File: src/rtl/input_conditioner.sv
// Synchronises and debounces five switch pins and the IR pin, with IR rising-edge pulse.
// Optional sticky IR event flag (cleared by ir_ack) when INPUT_IR_STICKY_EN is defined.
module input_conditioner #(
  parameter int unsigned DEBOUNCE_CYCLES = 8,
  parameter int unsigned CNT_W           = $clog2(DEBOUNCE_CYCLES + 1)
) (
  input  logic       clk,
  input  logic       reset,
  input  logic [4:0] sw_raw,
  input  logic       ir_raw,
  input  logic       ir_ack,
  output logic [4:0] sw,
  output logic       IR,
  output logic       ir_pulse
);

  localparam int unsigned N_CH = 6;
  localparam logic [CNT_W-1:0] CNT_MAX = CNT_W'(DEBOUNCE_CYCLES - 1);

  logic [N_CH-1:0]  raw;
  logic [N_CH-1:0]  s1;
  logic [N_CH-1:0]  s2;
  logic [N_CH-1:0]  stable;
  logic [CNT_W-1:0] cnt [N_CH];
  logic             ir_stable;
  logic             ir_prev;

  // Channel 5 is the IR pin; channels 4:0 are the switches.
  assign raw = {ir_raw, sw_raw};

  always_ff @(posedge clk) begin
    if (reset) begin
      s1 <= '0;
      s2 <= '0;
    end else begin
      s1 <= raw;
      s2 <= s1;
    end
  end

  // Any cycle of agreement restarts the count; the counter saturates at CNT_MAX by committing.
  always_ff @(posedge clk) begin
    for (int unsigned i = 0; i < N_CH; i++) begin
      if (reset) begin
        stable[i] <= 1'b0;
        cnt[i]    <= '0;
      end else if (s2[i] == stable[i]) begin
        cnt[i] <= '0;
      end else if (cnt[i] == CNT_MAX) begin
        stable[i] <= s2[i];
        cnt[i]    <= '0;
      end else begin
        cnt[i] <= cnt[i] + 1'b1;
      end
    end
  end

  assign sw        = stable[4:0];
  assign ir_stable = stable[5];

  always_ff @(posedge clk) begin
    if (reset) begin
      ir_prev  <= 1'b0;
      ir_pulse <= 1'b0;
    end else begin
      ir_prev  <= ir_stable;
      ir_pulse <= ir_stable & ~ir_prev;
    end
  end

`ifdef INPUT_IR_STICKY_EN
  logic ir_flag;

  // A new event outranks a simultaneous acknowledge so no event is lost.
  always_ff @(posedge clk) begin
    if (reset) begin
      ir_flag <= 1'b0;
    end else if (ir_pulse) begin
      ir_flag <= 1'b1;
    end else if (ir_ack) begin
      ir_flag <= 1'b0;
    end
  end

  assign IR = ir_flag;
`else
  logic unused_ir_ack;
  assign unused_ir_ack = ir_ack;
  assign IR            = ir_stable;
`endif

endmodule

File: config.mk
export PLATFORM = sky130hd
export DESIGN_NAME = input_conditioner
export DESIGN_NICKNAME = d
export VERILOG_FILES = /design/src/rtl/input_conditioner.sv
export SDC_FILE = /design/constraint.sdc
export NUM_CORES = 1
export LEC_CHECK = 0
export BUFFER_PORTS_ARGS = -buffer_cell sky130_fd_sc_hd__buf_4
export CAP_MARGIN = 5
export CORE_AREA = 2 2 64 66
export CTS_BUF_LIST = sky130_fd_sc_hd__clkbuf_4
export DETAILED_ROUTE_END_ITERATION = 7
export DIE_AREA = 0 0 66 68
export GPL_TIMING_DRIVEN = 0
export PLACE_DENSITY = 0.77
export SLEW_MARGIN = 20
export SYNTH_ARGS = -nofsm -noshare
export SYNTH_HDL_FRONTEND = slang
export SYNTH_SLANG_ARGS = --single-unit
File: constraint.sdc
create_clock -name clk -period 1.5 [get_ports clk]
set_input_delay 0.075 -clock clk [delete_from_list [all_inputs] [get_ports clk]]
set_output_delay 0.075 -clock clk [all_outputs]
set_load 0.03 [all_outputs]
==> run metrics <==
status completed; clock skew 5.095 ps; Starting Density 46.69%; CTS tree yes; H-tree Lvls 2; Setup TNS Final 0 ps; full die area 4488 um^2; Finish-stage setup viols 0; worst min path class in -> reg; antenna diode count 0; kind of critical path reg -> reg; Gate Count Post-Synth 145; vias in the first global route 992; total power 2028 uW; crit-path max FO 4; HPWL after DPL 1712 um; layout cells sized above 1 31.22%; first-pass GRT wire length 4064 um; pwr/cell area 881.8 nW/um^2; Core ar. 3856 um^2; Sw Ratio 22.70%; Max VDD drop 0.7224 mV; pin count of the biggest net entering global routing 14; post-route ant nets 0; final hold violation count 0; post-synth top area share 40.03%; Avg Inst Size Synth 12.42 um^2; combinational share of power 7.5%; Cells after DPL 232; Initial DRT Pass Iterations 4; Yosys reg bits 44; Critical Path RT 1730 ps; initial antenna violation count 0; Seq pwr share 66.0%; IO buf count 14; Internal 1568 uW; largest area contributor in the netlist edfxtp_1; cell area after synthesis 1800 um^2; WL/cell 10.03 um; drt total wl 2558 um; fin crit period 1486 ps; crit end category register; library cells used by synthesis 15; max-slew violations 0; worst-skew pair later-pin latency 350 ps; unrepaired setup endpoints after global routing true; global route total overflow 0; Die Ht 68 um; top cells by area, synth edfxtp_1 (40%), dfxtp_1 (22%), nor2_1 (6.3%), xnor2_1 (5.8%), nor2b_1 (4.9%); Max Cap Violations 0; YS warnings 0; Multi-input gate area 799.5 um^2; CTS Sinks 44; number of buffers created by CTS 5; Switching Power 460.2 uW; clock-pin transition on the worst setup and hold timing paths 120 ps; fin nets 219; # fillers 316; R2R cell count 4; Arrival @ worst endpoint 1710 ps; post-synthesis sequential area ratio 62.27%; fin area 2300 um^2; Final Non-Filler Cells 255; vias per cell 4.298; Cell Area, Placed 2054 um^2; total area of sequential cells 1121 um^2; drt drc 0; number of cell rows 23; clock power share 26.5%; GRT Util Overall 12.54%; Fmax achieved 673.1 MHz; Synth-to-Final Area Change 27.73%; CTS Buffer Depth 2; GPL Wtd Cong 0.6882; die width 66 um; CP Launch Type register; cell depth of the worst hold path 3; P_leak 0.0009286 uW; via count 1,096; DRT iter0 DRCs 28; # IOs 16; period utilization 99.04%; CTS Root Cell clkbuf_4
logic make-up after synthesis:
group                    after synthesis  share of synthesized area (%)
AND/OR/NAND/NOR                       62                          19.46
XOR/XNOR                              18                          8.756
flip-flops                            44                          62.27
other                                  1                         0.2083
buffers and inverters                  8                          1.806
multiplexers                           6                          3.336
adder cells (fa/ha/maj)                6                          4.169
metrics by stage:
| step | worst slack (ps) | hold slack (ps) | utilization (%) |
|---|---|---|---|
| after CTS | 0.03209 | 183.5 | 57.40 |
| after detailed placement | -23.90 | 292.8 | 53.28 |
| final | 14.37 | 192.3 | 59.64 |
| after floorplan | 86.26 | 203.2 | - |
| after global placement | 16.76 | 284.5 | 53.28 |
| after global routing | -45.62 | 176.4 | 59.64 |
cells in the final DEF, fill, tap and decap left out, drive strengths merged, types with 12 or more instances in the layout:
master	netlist	routed
xnor2	12	12
nor2b	14	14
edfxtp	24	24
dfxtp	20	20
buf	1	24
conb	1	24
nor2	30	30
worst max-delay path: stages, from the launching register on:
cell and delay [ps]:
edfxtp_1 420, ha_2 210, and3b_2 200, or3_4 420, nor2_2 120
power by group through the flow:
stage	Clock (uW)	Combinational (uW)	Sequential, uW
after floorplan	0	80.3	1360
after global placement	0	108	1370
after detailed placement	0	109	1370
after CTS	562	135	1340
after global routing	608	170	1340
final	538	151	1340
state kept, by name, summed over array words and instances (netlist names):
| signal | count |
|---|---|
| cnt | 24 |
| s1 | 6 |
| stable | 6 |
| s2 | 6 |
| ir_prev | 1 |
| ir_pulse | 1 |
path summary, 6_finish.rpt:
path,slack [ps],start,end
max,10,cnt[2][1],cnt[2][1]
min,190,reset,s1[4]
min reg2reg,400,ir_prev,ir_pulse
max reg2reg,10,cnt[2][1],cnt[2][1]
cells in the mapped netlist:
master and n:
conb_1 1, inv_1 6, xnor2_1 12, buf_2 1
edfxtp_1 24, ha_1 6, nand3_1 6, nor2_1 30
clkbuf_2 1, and3b_1 6, nor2b_1 14, dfxtp_1 20
mux2i_1 6, xor2_1 6, or3_4 6
repair_timing:
action,CTS,global route
endpoints found under the hold margin,6,0
pin swaps,0,16
resized for setup,1,26
endpoints found under the setup margin,17,22
hold buffers,6,0
cloned,0,0
setup buffers,6,3
routing by layer:
layer / share of wire, % / track usage [%]
met5: 0 / 0
met2: 47 / 20.96
met3: 4.1 / 4.934
met4: 2.2 / 6.888
met1: 46 / 13.79
final cells by class:
| cell class | count | area share, % |
|---|---|---|
| sequential | 44 | 48.75 |
| clock buffer | 5 | 1.632 |
| clock inverter | 3 | 0.5985 |
| inverter | 6 | 0.9793 |
| buffer | 2 | 0.4353 |
| tap | 50 | 2.720 |
| multi-input combinational | 116 | 34.77 |
| timing repair buffer | 29 | 10.12 |
No activity file was read; power rests on OpenSTA's default activity.
